[src/rtl/door_lock_ctrl.sv]
// Keypad door lock: collects up to four BCD digits, checks them against a master
// or one-shot temporary password, drives the lock actuator and latches an alarm.
module door_lock_ctrl #(
  parameter int MAX_TRY       = 5,
  parameter int ENTRY_TIMEOUT = 1000,
  parameter int OPEN_TIMEOUT  = 500
) (
  input  logic        CLK,
  input  logic        RESET,
  input  logic        KEY_VALID,
  input  logic [3:0]  KEY_CODE,
  input  logic        CLOSE_SENSOR,
  input  logic        ALERT_OFF,
  input  logic [15:0] PW,
  input  logic [15:0] PW_TEMP,
  input  logic        PW_TEMP_VALID,
  output logic [15:0] DISPLAY,
  output logic        UNLOCK,
  output logic        ALERT,
  output logic        PW_TEMP_CLR,
  output logic [2:0]  WRONG_CNT,
  output logic [2:0]  STATE
);

  typedef enum logic [2:0] {
    S_IDLE      = 3'd0,
    S_ENTRY     = 3'd1,
    S_CHECK     = 3'd2,
    S_OPEN_WAIT = 3'd3,
    S_OPEN_AJAR = 3'd4,
    S_ALARM     = 3'd5
  } state_t;

  localparam int ET_W = (ENTRY_TIMEOUT > 1) ? $clog2(ENTRY_TIMEOUT) : 1;
  localparam int OT_W = (OPEN_TIMEOUT > 1) ? $clog2(OPEN_TIMEOUT) : 1;
  localparam logic [ET_W-1:0] ENTRY_LAST = ET_W'(ENTRY_TIMEOUT - 1);
  localparam logic [OT_W-1:0] OPEN_LAST  = OT_W'(OPEN_TIMEOUT - 1);
  localparam logic [2:0]      MAX_TRY_C  = 3'(MAX_TRY);
  localparam logic [3:0]      KEY_STAR   = 4'd10;
  localparam logic [3:0]      KEY_HASH   = 4'd11;
  localparam logic [2:0]      FULL_CNT   = 3'd4;

  state_t          state_q, state_d;
  logic [15:0]     display_q, display_d;
  logic [2:0]      cnt_q, cnt_d;
  logic [2:0]      wrong_q, wrong_d;
  logic [ET_W-1:0] etmr_q, etmr_d;
  logic [OT_W-1:0] otmr_q, otmr_d;
  logic            unlock_q, unlock_d;
  logic            alert_q, alert_d;
  logic            clr_q, clr_d;
  logic [2:0]      wrong_inc_s;
  logic            full_s;

  function automatic logic is_digit(input logic [3:0] code);
    return (code <= 4'd9);
  endfunction

  assign wrong_inc_s = wrong_q + 3'd1;
  assign full_s      = (cnt_q == FULL_CNT);

  // Next-state, datapath and registered-output intent
  always_comb begin
    state_d   = state_q;
    display_d = display_q;
    cnt_d     = cnt_q;
    wrong_d   = wrong_q;
    etmr_d    = etmr_q;
    otmr_d    = otmr_q;
    clr_d     = 1'b0;

    case (state_q)
      S_IDLE: begin
        etmr_d = '0;
        otmr_d = '0;
        if (KEY_VALID && is_digit(KEY_CODE)) begin
          display_d = {12'h000, KEY_CODE};
          cnt_d     = 3'd1;
          state_d   = S_ENTRY;
        end else begin
          state_d = S_IDLE;
        end
      end

      S_ENTRY: begin
        if (KEY_VALID && is_digit(KEY_CODE)) begin
          display_d = {display_q[11:0], KEY_CODE};
          cnt_d     = full_s ? FULL_CNT : (cnt_q + 3'd1);
          etmr_d    = '0;
        end else if (KEY_VALID && (KEY_CODE == KEY_STAR)) begin
          etmr_d  = '0;
          state_d = S_CHECK;
        end else if (KEY_VALID && (KEY_CODE == KEY_HASH)) begin
          display_d = 16'h0000;
          cnt_d     = 3'd0;
          etmr_d    = '0;
          state_d   = S_IDLE;
        end else if (etmr_q == ENTRY_LAST) begin
          display_d = 16'h0000;
          cnt_d     = 3'd0;
          etmr_d    = '0;
          state_d   = S_IDLE;
        end else begin
          etmr_d = etmr_q + ET_W'(1);
        end
      end

      // Short entries never match, even if the partial value happens to equal a password
      S_CHECK: begin
        display_d = 16'h0000;
        cnt_d     = 3'd0;
        otmr_d    = '0;
        if (full_s && (display_q == PW)) begin
          wrong_d = 3'd0;
          state_d = S_OPEN_WAIT;
        end else if (full_s && PW_TEMP_VALID && (display_q == PW_TEMP)) begin
          wrong_d = 3'd0;
          clr_d   = 1'b1;
          state_d = S_OPEN_WAIT;
        end else if (wrong_inc_s == MAX_TRY_C) begin
          wrong_d = wrong_inc_s;
          state_d = S_ALARM;
        end else begin
          wrong_d = wrong_inc_s;
          state_d = S_IDLE;
        end
      end

      S_OPEN_WAIT: begin
        if (!CLOSE_SENSOR) begin
          otmr_d  = '0;
          state_d = S_OPEN_AJAR;
        end else if (otmr_q == OPEN_LAST) begin
          otmr_d  = '0;
          state_d = S_IDLE;
        end else begin
          otmr_d = otmr_q + OT_W'(1);
        end
      end

      S_OPEN_AJAR: begin
        if (CLOSE_SENSOR) begin
          state_d = S_IDLE;
        end else begin
          state_d = S_OPEN_AJAR;
        end
      end

      S_ALARM: begin
        if (ALERT_OFF) begin
          wrong_d = 3'd0;
          state_d = S_IDLE;
        end else begin
          state_d = S_ALARM;
        end
      end

      default: begin
        display_d = 16'h0000;
        cnt_d     = 3'd0;
        etmr_d    = '0;
        otmr_d    = '0;
        state_d   = S_IDLE;
      end
    endcase

    unlock_d = (state_d == S_OPEN_WAIT) || (state_d == S_OPEN_AJAR);
    alert_d  = (state_d == S_ALARM);
  end

  // State and output registers with asynchronous reset
  always_ff @(posedge CLK or posedge RESET) begin
    if (RESET) begin
      state_q   <= S_IDLE;
      display_q <= 16'h0000;
      cnt_q     <= 3'd0;
      wrong_q   <= 3'd0;
      etmr_q    <= '0;
      otmr_q    <= '0;
      unlock_q  <= 1'b0;
      alert_q   <= 1'b0;
      clr_q     <= 1'b0;
    end else begin
      state_q   <= state_d;
      display_q <= display_d;
      cnt_q     <= cnt_d;
      wrong_q   <= wrong_d;
      etmr_q    <= etmr_d;
      otmr_q    <= otmr_d;
      unlock_q  <= unlock_d;
      alert_q   <= alert_d;
      clr_q     <= clr_d;
    end
  end

  assign DISPLAY     = display_q;
  assign UNLOCK      = unlock_q;
  assign ALERT       = alert_q;
  assign PW_TEMP_CLR = clr_q;
  assign WRONG_CNT   = wrong_q;
  assign STATE       = state_q;

endmodule

[config.mk]
export PLATFORM = sky130hd
export DESIGN_NAME = door_lock_ctrl
export DESIGN_NICKNAME = d
export VERILOG_FILES = /design/src/rtl/door_lock_ctrl.sv
export SDC_FILE = /design/constraint.sdc
export NUM_CORES = 1
export LEC_CHECK = 0
export CAP_MARGIN = 20
export CORE_AREA = 5 5 86 88
export CTS_CLUSTER_DIAMETER = 80
export DETAILED_ROUTE_END_ITERATION = 12
export DIE_AREA = 0 0 91 93
export HOLD_SLACK_MARGIN = 0.03
export PLACE_DENSITY = 0.71
export SLEW_MARGIN = 20
export SYNTH_ARGS = -nofsm -noshare
export SYNTH_HDL_FRONTEND = slang
export SYNTH_SLANG_ARGS = --single-unit
export TNS_END_PERCENT = 20
[constraint.sdc]
create_clock -name CLK -period 1.94 [get_ports CLK]
set_clock_uncertainty 0.1 [all_clocks]
set_input_delay 0.388 -clock CLK [delete_from_list [all_inputs] [get_ports CLK]]
set_output_delay 0.388 -clock CLK [all_outputs]
set_load 0.02 [all_outputs]
==> results of run 1 <==
## synth_stat cells, types with 2 or more instances
cell type	instances
sky130_fd_sc_hd__o21ai_0	10
sky130_fd_sc_hd__o21ai_2	2
sky130_fd_sc_hd__ha_1	9
sky130_fd_sc_hd__o31ai_1	5
sky130_fd_sc_hd__nand2_1	50
sky130_fd_sc_hd__inv_1	17
sky130_fd_sc_hd__nor4_1	9
sky130_fd_sc_hd__o22a_1	2
sky130_fd_sc_hd__a21oi_1	10
sky130_fd_sc_hd__xnor2_1	6
sky130_fd_sc_hd__clkbuf_1	3
sky130_fd_sc_hd__dfrtp_1	47
sky130_fd_sc_hd__nor3_1	4
sky130_fd_sc_hd__nand2b_1	8
sky130_fd_sc_hd__or3_1	2
sky130_fd_sc_hd__nor2b_1	3
sky130_fd_sc_hd__nand3_1	8
sky130_fd_sc_hd__xor2_1	35
sky130_fd_sc_hd__nor2_1	24
sky130_fd_sc_hd__o21ai_1	19
sky130_fd_sc_hd__nand4_1	9
sky130_fd_sc_hd__and3_1	4
sky130_fd_sc_hd__a211oi_1	2
sky130_fd_sc_hd__buf_6	3
sky130_fd_sc_hd__nand4b_1	2
sky130_fd_sc_hd__a22o_1	2
## per-layer routing
layer | vias to the layer above | part of all wire, % | global-route usage [%]
met3 | 10 | 4.6 | 4.023
li1 | 1313 | - | -
met1 | 1292 | 44 | 21.98
met2 | 67 | 49 | 30.41
met4 | 0 | 1.8 | 5.134
met5 | - | 0 | 0
## worst max-delay path, cell delays in order
cell,delay (ns)
sky130_fd_sc_hd__clkdlybuf4s50_1,0.46
sky130_fd_sc_hd__nand4b_1,0.22
sky130_fd_sc_hd__o21ai_1,0.18
sky130_fd_sc_hd__o21bai_1,0.08
sky130_fd_sc_hd__a221o_1,0.33
sky130_fd_sc_hd__buf_12,0.18
sky130_fd_sc_hd__o22a_1,0.21
## where the power goes
part | internal [uW] | switching (uW)
Clock | 324 | 327
Combinational | 535 | 556
Sequential | 1080 | 115
## worst max path at each step
stage	startpoint	to	cells past startpoint
detailed placement	PW[8]	STATE[2]	8
global route	DISPLAY[15]	ALERT	7
CTS	KEY_CODE[2]	cnt_q[2]	7
floorplan	STATE[1]	otmr_q[6]	6
global placement	PW[8]	WRONG_CNT[1]	8
finish	KEY_CODE[2]	cnt_q[2]	7
## per-stage QoR
step | instances | util (%) | setup WS, ns | power (uW) | area (um^2)
2_1_floorplan | 317 | - | -0.01099 | 1764 | 2843
3_3_place_gp | 498 | 59.47 | -0.4212 | 2248 | 3906
3_5_place_dp | 498 | 59.47 | -0.4268 | 2277 | 3906
4_1_cts | 508 | 61.26 | -0.02897 | 2912 | 4024
5_1_grt | 511 | 63.22 | -0.07665 | 3124 | 4153
6_report | 511 | 63.22 | -0.02812 | 2933 | 4153
## final cells by class
class / count / area (um^2) / share of cell area [%]
Clock buffer: 7 / 96.34 / 2.320
Tap cell: 80 / 100.1 / 2.410
Clock inverter: 1 / 7.507 / 0.1808
Sequential cell: 47 / 1181 / 28.44
Timing Repair Buffer: 114 / 1069 / 25.73
Multi-Input combinational cell: 245 / 1635 / 39.38
Inverter: 17 / 63.81 / 1.537
## cells by family after synthesis
group / after synthesis / share of synthesized area [%]
AO/OA/AOI/OAI: 60 / 13.04
multiplexers: 1 / 0.3524
AND/OR/NAND/NOR: 134 / 24.32
flip-flops: 47 / 41.41
adder cells (fa/ha/maj): 9 / 3.965
buffers and inverters: 25 / 4.273
XOR/XNOR: 41 / 12.64
## repair_timing
action / 4_1_cts / 5_1_grt
resized for setup: 20 / 29
setup endpoints to repair: 39 / 32
buffers inserted: 2 / 3
pin swaps: 6 / 14
## registers in the layout (all words and copies together) (netlist names)
register     count
UNLOCK           1
DISPLAY         16
etmr_q          10
otmr_q           9
STATE            3
WRONG_CNT        3
cnt_q            3
ALERT            1
PW_TEMP_CLR      1
==> insert_results.sql, run 1 <==
INSERT INTO impl_metrics (metric_group, metric, value, unit) VALUES
('status', 'outcome', 'finished with violations', ''),
('status', 'violations', 'setup timing', ''),
('cts', 'ctsHoldBuffers', '0', ''),
('sta', 'rsz_0062_raised_after_global_routing', 'yes', ''),
('synth', 'synth-warning-count', '0', ''),
('synth', 'ys.flop_type', 'sky130_fd_sc_hd__dfrtp_1', ''),
('global_routing', 'vias_in_the_first_global_route', '2605', ''),
('synth', 'synthesis.nets', '368', ''),
('synth', 'synth_top_area_cell', 'sky130_fd_sc_hd__dfrtp_1', ''),
('finish', 'final_layout_size_suffix_gt1_share', '20.42', '%'),
('routing', 'dr_total_vias', '2682', ''),
('synth', 'ff_latch_count_synth', '47', ''),
('synth', 'number_of_enable_type_register_cells_in_the_synthesized_netlist', '0', ''),
('routing', 'ant_nets', '0', ''),
('floorplanning', 'rows', '30', ''),
('sta', 'min_period_over_period', '101.4', '%'),
('critical_path', 'worst_setup_path_end_kind', 'register', ''),
('cts', 'insertion_delay_of_the_later_clocked_pin_in_the_worst_skew_pair', '0.30', 'ns'),
('synth', 'async_flop_share', '100.0', '%'),
('routing', 'wirelength', '7466', 'um'),
('critical_path', 'crit-reg2reg-launch', 'etmr_q[1]', ''),
('pwr', 'powerDensity', '706.2', 'nW/um^2'),
('finish', 'final_common_cell', 'sky130_fd_sc_hd__nand2_1', ''),
('placement', 'gp_congestion', '0.8449', ''),
('sta', 'slew_violations', '0', ''),
('synth', 'postSynthAreaPerCell', '8.960', 'um^2'),
('floorplanning', 'die_outline_area', '8463', 'um^2'),
('pwr', 'irDropWorstVdd', '0.0003746', 'V'),
('sta', 'tightest_slew', '0.3946', 'ns'),
('pwr', 'power.leakage', '0.002012', 'uW'),
('synth', 'synth_area', '2840', 'um^2'),
('sta', 'postLayoutSetupSlackWorst', '-0.02812', 'ns'),
('sta', 'final.min_clock_period', '1.968', 'ns'),
('synth', 'post_synth_main_area_contributors', 'sky130_fd_sc_hd__dfrtp_1 41%, sky130_fd_sc_hd__xor2_1 11%, sky130_fd_sc_hd__nand2_1 6.6%, sky130_fd_sc_hd__ha_1 4.0%, sky130_fd_sc_hd__o21ai_1 3.3%', ''),
('critical_path', 'crit_path_category', 'in -> reg', ''),
('critical_path', 'critical_path.max_fanout', '38', ''),
('global_routing', 'grt_antenna_before_repair', '0', ''),
('floorplanning', 'core', '6569', 'um^2'),
('global_routing', 'grt.total_usage', '17.61', '%'),
('routing', 'vias_per_cell', '5.249', ''),
('placement', 'place_hpwl', '5703', 'um'),
('finish', 'layout-area-overhead-vs-synth', '46.21', '%'),
('routing', 'wl_per_cell', '14.61', 'um'),
('synth', 'synth_sequential_area_ratio', '41.41', '%'),
('global_routing', 'grt_max_degree', '48', ''),
('critical_path', 'worst_r2r_dst', 'cnt_q[2]', ''),
('sta', 'setup_tns', '-0.02813', 'ns'),
('sta', 'max_freq', '508.1', 'MHz'),
('finish', 'most-common-layout-cells', '48 x sky130_fd_sc_hd__nand2_1, 45 x sky130_fd_sc_hd__buf_4, 43 x sky130_fd_sc_hd__dfrtp_1', ''),
('critical_path', 'worst_setup_path_start_kind', 'input port', ''),
('synth', 'synthesis.instances', '317', ''),
('hold_path', 'hold_path_class', 'in -> async', ''),
('finish', 'finalNetCount', '481', ''),
('cts', 'cts_tree', 'yes', ''),
('global_routing', 'globalRouteOverflowTotal', '0', ''),
('critical_path', 'cp.arrival', '2.06', 'ns'),
('sta', 'report.final.hold_viol_count', '0', ''),
('sta', 'final-setup-viol-count', '2', ''),
('global_routing', 'grt_first_pass_wirelength', '12360', 'um'),
('job', 'max_cap_viol_count', '0', ''),
('floorplanning', 'io_pins', '67', ''),
('critical_path', 'worst_r2r_path_depth', '7', ''),
('finish', 'n_antenna_cell', '0', ''),
('floorplanning', 'dieHeight', '93', 'um'),
('routing', 'drt_drc_violations_left', '0', ''),
('critical_path', 'cp_data_required_time', '2.03', 'ns'),
('finish', 'final.fill_count', '549', ''),
('sta', 'fin_worst_hold_slack', '0.3364', 'ns'),
('cts', 'root_buffer', 'sky130_fd_sc_hd__clkbuf_8', ''),
('cts', 'clk_pin_slew_worst_paths', '0.09', 'ns'),
('floorplanning', 'initial_core_util', '43.24', '%'),
('critical_path', 'worst-r2r-setup-slack', '0', 'ns'),
('synth', 'synth_cell_types', '48', ''),
('floorplanning', 'die_x', '91', 'um'),
('cts', 'cts.htree.levels', '2', ''),
('routing', 'initialDrtViolationCount', '144', ''),
('synth', 'synthDominantCellAreaShare', '41.41', '%'),
('placement', 'io_buffers', '66', ''),
('routing', 'drt_pass1_iterations', '4', ''),
('sta', 'max_slew_margin', '73.52', '%'),
('cts', 'cts_num_sinks', '47', ''),
('cts', 'clk_path_buf_depth', '2', ''),
('cts', 'cts_buffers', '5', '');
Power figures use the tool's default switching activity.
==> run 2, diff against run 1 <==
Settings changed: HOLD_SLACK_MARGIN 0.03 to default.
==> results of run 2 <==
Final layout, timing and power as in run 1 (identical DEF).
